File: config.mk
export PLATFORM = sky130hd
export DESIGN_NAME = fetch_unit_flat
export DESIGN_NICKNAME = d
export VERILOG_FILES = /design/src/rtl/fetch_if.sv /design/src/rtl/fetch_unit.sv /design/src/flat_wrapper.sv
export SDC_FILE = /design/constraint.sdc
export NUM_CORES = 1
export LEC_CHECK = 0
export CAP_MARGIN = 25
export CORE_MARGIN = 1.5
export CORE_UTILIZATION = 50
export DETAILED_ROUTE_END_ITERATION = 10
export PLACE_DENSITY_LB_ADDON = 0.08
export SETUP_SLACK_MARGIN = 0.02
export SKIP_LAST_GASP = 1
export SYNTH_ARGS = -nofsm -noshare
export SYNTH_HDL_FRONTEND = slang
export SYNTH_SLANG_ARGS = --single-unit
File: constraint.sdc
create_clock -name clk -period 9.6 [get_ports clk]
set_input_delay 2.4 -clock clk [delete_from_list [all_inputs] [get_ports clk]]
set_output_delay 2.4 -clock clk [all_outputs]
set_load 0.1 [all_outputs]
File: src/rtl/fetch_if.sv
// Fetch front-end signal bundle: instruction-cache lookup, redirect input and the
// valid/ready instruction stream towards decode.
interface fetch_if;
  logic [31:0] icache_addr;
  logic [31:0] icache_instr;
  logic        redirect_valid;
  logic [31:0] redirect_pc;
  logic        out_valid;
  logic        out_ready;
  logic [31:0] out_instr;
  logic [31:0] out_pc;
  logic        fetch_done;

  modport master (
    output icache_addr,
    input  icache_instr,
    input  redirect_valid,
    input  redirect_pc,
    output out_valid,
    input  out_ready,
    output out_instr,
    output out_pc,
    output fetch_done
  );

  modport slave (
    input  icache_addr,
    output icache_instr,
    output redirect_valid,
    output redirect_pc,
    input  out_valid,
    output out_ready,
    input  out_instr,
    input  out_pc,
    input  fetch_done
  );
endinterface

File: src/rtl/fetch_unit.sv
// Instruction fetch front end: PC register, combinational icache lookup and an in-order
// {pc, instr} queue presented to decode over valid/ready.
module fetch_unit #(
  parameter logic [31:0] RESET_PC = 32'h0000_0000,
  parameter int unsigned DEPTH    = 4,
  parameter logic [31:0] END_ADDR = 32'd2208
) (
  input logic   clk,
  input logic   reset,
  fetch_if.master bus
);
  localparam int unsigned PtrW = (DEPTH > 1) ? $clog2(DEPTH) : 1;
  localparam int unsigned CntW = PtrW + 1;

  typedef logic [PtrW-1:0] ptr_t;
  typedef logic [CntW-1:0] cnt_t;

  logic [31:0] pc_q, pc_d;
  ptr_t        head_q, head_d;
  ptr_t        tail_q, tail_d;
  cnt_t        count_q, count_d;
  logic [31:0] pc_mem_q    [DEPTH];
  logic [31:0] pc_mem_d    [DEPTH];
  logic [31:0] instr_mem_q [DEPTH];
  logic [31:0] instr_mem_d [DEPTH];

  logic below_end;
  logic pop;
  logic push;

  assign below_end = (pc_q < END_ADDR);

  // Outputs depend only on registered state.
  assign bus.icache_addr = pc_q;
  assign bus.out_valid   = (count_q != '0);
  assign bus.out_pc      = pc_mem_q[head_q];
  assign bus.out_instr   = instr_mem_q[head_q];
  assign bus.fetch_done  = !below_end && (count_q == '0);

  assign pop = bus.out_valid & bus.out_ready;

  always_comb begin
    push        = 1'b0;
    pc_d        = pc_q;
    head_d      = head_q;
    tail_d      = tail_q;
    count_d     = count_q;
    pc_mem_d    = pc_mem_q;
    instr_mem_d = instr_mem_q;
    if (bus.redirect_valid) begin
      // Flush drops any pop in flight; storage contents are left untouched.
      pc_d    = bus.redirect_pc & ~32'h3;
      head_d  = '0;
      tail_d  = '0;
      count_d = '0;
    end else begin
      push = below_end && ((count_q < cnt_t'(DEPTH)) || pop);
      if (pop) begin
        head_d = head_q + ptr_t'(1);
      end
      if (push) begin
        pc_mem_d[tail_q]    = pc_q;
        instr_mem_d[tail_q] = bus.icache_instr;
        tail_d              = tail_q + ptr_t'(1);
        pc_d                = pc_q + 32'd4;
      end
      count_d = count_q + cnt_t'(push) - cnt_t'(pop);
    end
  end

  always_ff @(posedge clk or posedge reset) begin
    if (reset) begin
      pc_q    <= RESET_PC;
      head_q  <= '0;
      tail_q  <= '0;
      count_q <= '0;
      for (int i = 0; i < int'(DEPTH); i++) begin
        pc_mem_q[i]    <= '0;
        instr_mem_q[i] <= '0;
      end
    end else begin
      pc_q        <= pc_d;
      head_q      <= head_d;
      tail_q      <= tail_d;
      count_q     <= count_d;
      pc_mem_q    <= pc_mem_d;
      instr_mem_q <= instr_mem_d;
    end
  end
endmodule
File: src/flat_wrapper.sv
// flat-port wrapper written by rule: the top's interface ports become plain ports
module fetch_unit_flat 
#(
  parameter logic [31:0] RESET_PC = 32'h0000_0000,
  parameter int unsigned DEPTH    = 4,
  parameter logic [31:0] END_ADDR = 32'd2208
)
  (clk, reset, bus_icache_addr, bus_icache_instr, bus_redirect_valid, bus_redirect_pc, bus_out_valid, bus_out_ready, bus_out_instr, bus_out_pc, bus_fetch_done);
  fetch_if bus_i ();
  input logic clk;
  input logic reset;
  output wire logic [$bits(bus_i.icache_addr)-1:0] bus_icache_addr;
  input wire logic [$bits(bus_i.icache_instr)-1:0] bus_icache_instr;
  input wire logic [$bits(bus_i.redirect_valid)-1:0] bus_redirect_valid;
  input wire logic [$bits(bus_i.redirect_pc)-1:0] bus_redirect_pc;
  output wire logic [$bits(bus_i.out_valid)-1:0] bus_out_valid;
  input wire logic [$bits(bus_i.out_ready)-1:0] bus_out_ready;
  output wire logic [$bits(bus_i.out_instr)-1:0] bus_out_instr;
  output wire logic [$bits(bus_i.out_pc)-1:0] bus_out_pc;
  output wire logic [$bits(bus_i.fetch_done)-1:0] bus_fetch_done;
  assign bus_icache_addr = bus_i.icache_addr;
  assign bus_i.icache_instr = bus_icache_instr;
  assign bus_i.redirect_valid = bus_redirect_valid;
  assign bus_i.redirect_pc = bus_redirect_pc;
  assign bus_out_valid = bus_i.out_valid;
  assign bus_i.out_ready = bus_out_ready;
  assign bus_out_instr = bus_i.out_instr;
  assign bus_out_pc = bus_i.out_pc;
  assign bus_fetch_done = bus_i.fetch_done;
  fetch_unit #(.RESET_PC(RESET_PC), .DEPTH(DEPTH), .END_ADDR(END_ADDR)) u_core (.clk(clk), .reset(reset), .bus(bus_i));
endmodule
==> out/results.env <==
STATUS='finished, final reports clean'
SYNTH_LARGEST_TYPE_AREA_FRACTION_PCT=55.5
REPORT.FINAL.SLEW_VIOL_COUNT=0
CELLLEAKAGEPOWER_nW=7.66
GLOBALPLACE.CONGESTION=0.721
MAXIMUM_RESISTIVE_DROP_ON_VDD_mV=0.199
PLACE.PORT_BUFFERS=159
SYNTH-ADDER-AREA-SHARE_PCT=0.837
ARRIVAL_NS=3.66
HOLDPATHSTAGES=1
WORST-SETUP-PATH-TYPE='reg -> out'
SYNTH.CELL_AREA_UM2=12900
FIN_NETS=992
GRT_USE_TOTAL_PCT=20.9
WORST_SLEW_PIN_SLEW_NS=1.29
ANTENNA_VIOLATIONS_BEFORE_REPAIR=0
VIA_PER_INST=5.45
PIN_COUNT_OF_THE_BIGGEST_NET_ENTERING_GLOBAL_ROUTING=211
CLOCK_TREE.HTREE_LEVEL_COUNT=1
CLKSINKCOUNT=285
SYNTH_SEQ_AREA_SHARE_PCT=55.5
CLOCK_TREE_BUF_DEPTH=3
TIMING.HOLD.WORST.START='u_core.pc_mem_q[13]$_DFFE_PP0P_'
ROUTED_WIRELENGTH_UM=26600
LIBRARY_CELL_OCCUPYING_THE_MOST_AREA_IN_THE_POST_SYNTHESIS_NETLIST='sky130_fd_sc_hd__dfrtp_1'
ROUTED_WIRE_LENGTH_PER_INSTANCE_UM=21.0
POSTSYNTHCELLCOUNT=765
POSTCTSRESIZEDCELLS=0
COMBINATIONAL_FAMILY_WITH_THE_MOST_AREA_AFTER_SYNTHESIS='multiplexers'
DRTANTENNAVIOLNETS=0
SYNTH.AVG_CELL_AREA_UM2=16.8
FLOORPLAN.DIE.WIDTH_UM=163
DRT_FIRST_PASS_ITERS=4
DETAILED_PLACE_HPWL_UM=15900
SYNTH.MOST_COMMON_CELL='sky130_fd_sc_hd__dfrtp_1'
SYNTH_EDF_COUNT=0
DPL.CELL_COUNT=1213
WORSTHOLDENDPOINT='u_core.pc_mem_q[13]$_DFFE_PP0P_'
SYNTH_CELL_TYPES=40
FINAL_UTIL_PCT=62.2
DRT_FIRST_ITER_VIOLATIONS=357
GRT_PASS1_VIAS=7867
POST_CTS_BUFFERS=0
NUMBER_OF_SYNTHESIZED_REGISTER_BITS=285
ENDPOINT_KIND='output port'
POWER_DENSITY_nW_PER_UM2=187
FINAL.SETUP_SKEW_NS=0.0178
FIN_CRIT_SH_PCT=63.2
TRITONCTS_CLOCK_TREE='done'
ROWS=58
CHIPHEIGHT_UM=163
FIN_TNS_SETUP_NS=0
CTS_HOLD_REPAIR.BUFFERS=0
CTS.ROOT.BUFFER_CELL='sky130_fd_sc_hd__clkbuf_16'
SYNTH_COMMON_CELLS='sky130_fd_sc_hd__dfrtp_1, sky130_fd_sc_hd__mux2_4, sky130_fd_sc_hd__and2_1'
FMAX_GHz=0.165
ANTENNADIODECOUNT=0
STARTING_UTILIZATION_OF_THE_CORE_AREA_PCT=51.1
CTS_MADE_BUFFERS=30
GRT_SETUP_UNREPAIRED='no'
ASYNCSETRESETFLOPFRACSYNTH_PCT=100
DRIVE_GT1_SHARE_PCT=34.9
CRITICAL_PATH.REG2REG.STARTPOINT='u_core.bus.icache_addr[28]$_DFFE_PP0P_'
GR-TOTAL-OVERFLOW=0
YOSYS_WARNINGS=0
YOSYS.AREA_SHARE.SIMPLE_PCT=7.23
TIMING.SLEW.HEADROOM_PCT=13.7
GRT_PASS1_WL_UM=43800
FINAL_PERIOD_MINUS_WORST_SETUP_SLACK_NS=6.06
FP.DIEAREA_UM2=26700
AREA_GROWTH_PCT=21.8
CP.REQUIRED_NS=7.20
DETAIL_ROUTE.DRC_VIOLATIONS=0
TIMING.CRITICAL_PATH.FROM_TYPE='register'
TIMING.REG2REG.WORST_PATH_DEPTH=7
MAXCAPVIOLCOUNT=0
CP_MAX_FO=33
SYNTH_AREA_LEADERS='sky130_fd_sc_hd__dfrtp_1, sky130_fd_sc_hd__mux2_4, sky130_fd_sc_hd__mux4_2, sky130_fd_sc_hd__and2_1, sky130_fd_sc_hd__mux2_2'
R2R_SETUP_SLACK_NS=6.55
FRACTION_OF_THE_MAPPED_NETLIST_AREA_IN_COMPOUND_GATES_PCT=0.486
SYNTH_XOR_AREA_SHARE_PCT=0.885
CTS_CLOCK_PIN_SLEW_FOR_THE_WORST_SETUP_AND_HOLD_PATHS_NS=0.06
SYNTHFLOPTYPE='sky130_fd_sc_hd__dfrtp_1'
HOLD_PATH_CLASS='reg -> reg'
CORE-AREA_UM2=25200
TIMING_HOLD_VIOLATIONS_FINAL=0
STDCELL_COUNT=1269
REG2REG_TO='u_core.instr_mem_q[5]$_DFFE_PP0P_'
ROUTE.VIAS.TOTAL=6910
CRITICAL_PATH.STARTPOINT='u_core.head_q[0]$_DFFE_PP0P_'
SETUP-VIOLATIONS-FINAL=0
FLOORPLAN.IO_PINS=166
FINALHOLDWORSTSLACK_NS=0.476
CLOCK_LATENCY_NS=0.56
SYNTH.AREA.MUX_SHARE_PCT=32.2
[stage by stage]
| step | setup slack (ns) | area, um2 | total power [mW] |
|---|---|---|---|
| floorplan | 3.42 | 12900 | 1.65 |
| global placement | 4.05 | 14600 | 1.77 |
| detailed placement | 4.07 | 14600 | 1.78 |
| CTS | 3.46 | 15600 | 2.96 |
| global route | 3.37 | 15700 | 3.04 |
| finish | 3.54 | 15700 | 2.93 |
[power by group]
group / internal, mW / total [mW] / switching [mW]
combinational: 0.165 / 0.455 / 0.290
clock: 0.703 / 1.18 / 0.472
sequential: 1.22 / 1.30 / 0.0734
total: 2.09 / 2.93 / 0.835
[area by class of cell]
cell class              count  area [um2]
fillers                  1836        9520
flip-flops and latches    285        7140
clock inverters            10         111
multi-input cells         424        5380
inverters                   6        26.3
clock buffers              45         907
repair buffers            169        1690
well taps                 330         413
[logic make-up after synthesis]
family / after synthesis
other: 1
flip-flops: 285
AO/OA/AOI/OAI: 11
buffers and inverters: 59
adder cells (fa/ha/maj): 8
XOR/XNOR: 13
multiplexers: 253
AND/OR/NAND/NOR: 135
[critical path: stages (launching register included)]
cell and delay, ns:
sky130_fd_sc_hd__dfrtp_4 0.82, sky130_fd_sc_hd__buf_4 0.66, sky130_fd_sc_hd__mux4_2 0.59, sky130_fd_sc_hd__clkdlybuf4s50_1 1.01
[routing by layer]
layer  track usage, %  vias up  share of wire, %
li1                 -     3021                 -
met1             29.0     3692                45
met2             33.8      154                48
met3             3.99       43               5.1
met4             5.46        0               2.1
met5                0        -                 0
[registers in the layout, summed over array words and instances, names as in the netlist]
name / flops
u_core.head_q: 2
u_core.pc_mem_q: 120
u_core.instr_mem_q: 128
u_core.tail_q: 2
u_core.count_q: 3
u_core.bus.icache_addr: 30
[cells in the final DEF, fill, tap and decap left out, types with 5 or more instances in the layout]
| master | instances |
|---|---|
| sky130_fd_sc_hd__xnor2_1 | 11 |
| sky130_fd_sc_hd__clkdlybuf4s50_1 | 158 |
| sky130_fd_sc_hd__mux4_2 | 62 |
| sky130_fd_sc_hd__clkbuf_8 | 10 |
| sky130_fd_sc_hd__inv_1 | 5 |
| sky130_fd_sc_hd__nand2_1 | 13 |
| sky130_fd_sc_hd__clkinv_2 | 7 |
| sky130_fd_sc_hd__buf_4 | 8 |
| sky130_fd_sc_hd__dfrtp_1 | 283 |
| sky130_fd_sc_hd__o21ai_0 | 8 |
| sky130_fd_sc_hd__clkbuf_1 | 5 |
| sky130_fd_sc_hd__ha_1 | 7 |
| sky130_fd_sc_hd__nor2_1 | 8 |
| sky130_fd_sc_hd__mux2_4 | 160 |
| sky130_fd_sc_hd__clkbuf_16 | 30 |
| sky130_fd_sc_hd__mux2_2 | 29 |
| sky130_fd_sc_hd__and2_1 | 82 |
[how the worst max path moves through the flow]
stage                                                         to  slack [ns]
after floorplan           u_core.bus.icache_addr[10]$_DFFE_PP0P_        3.42
after global placement                             bus_out_pc[2]        4.05
after detailed placement                           bus_out_pc[2]        4.07
after CTS                                          bus_out_pc[2]        3.46
after global routing                               bus_out_pc[2]        3.37
final                                              bus_out_pc[2]        3.54
No activity file was read; power rests on OpenSTA's default activity.
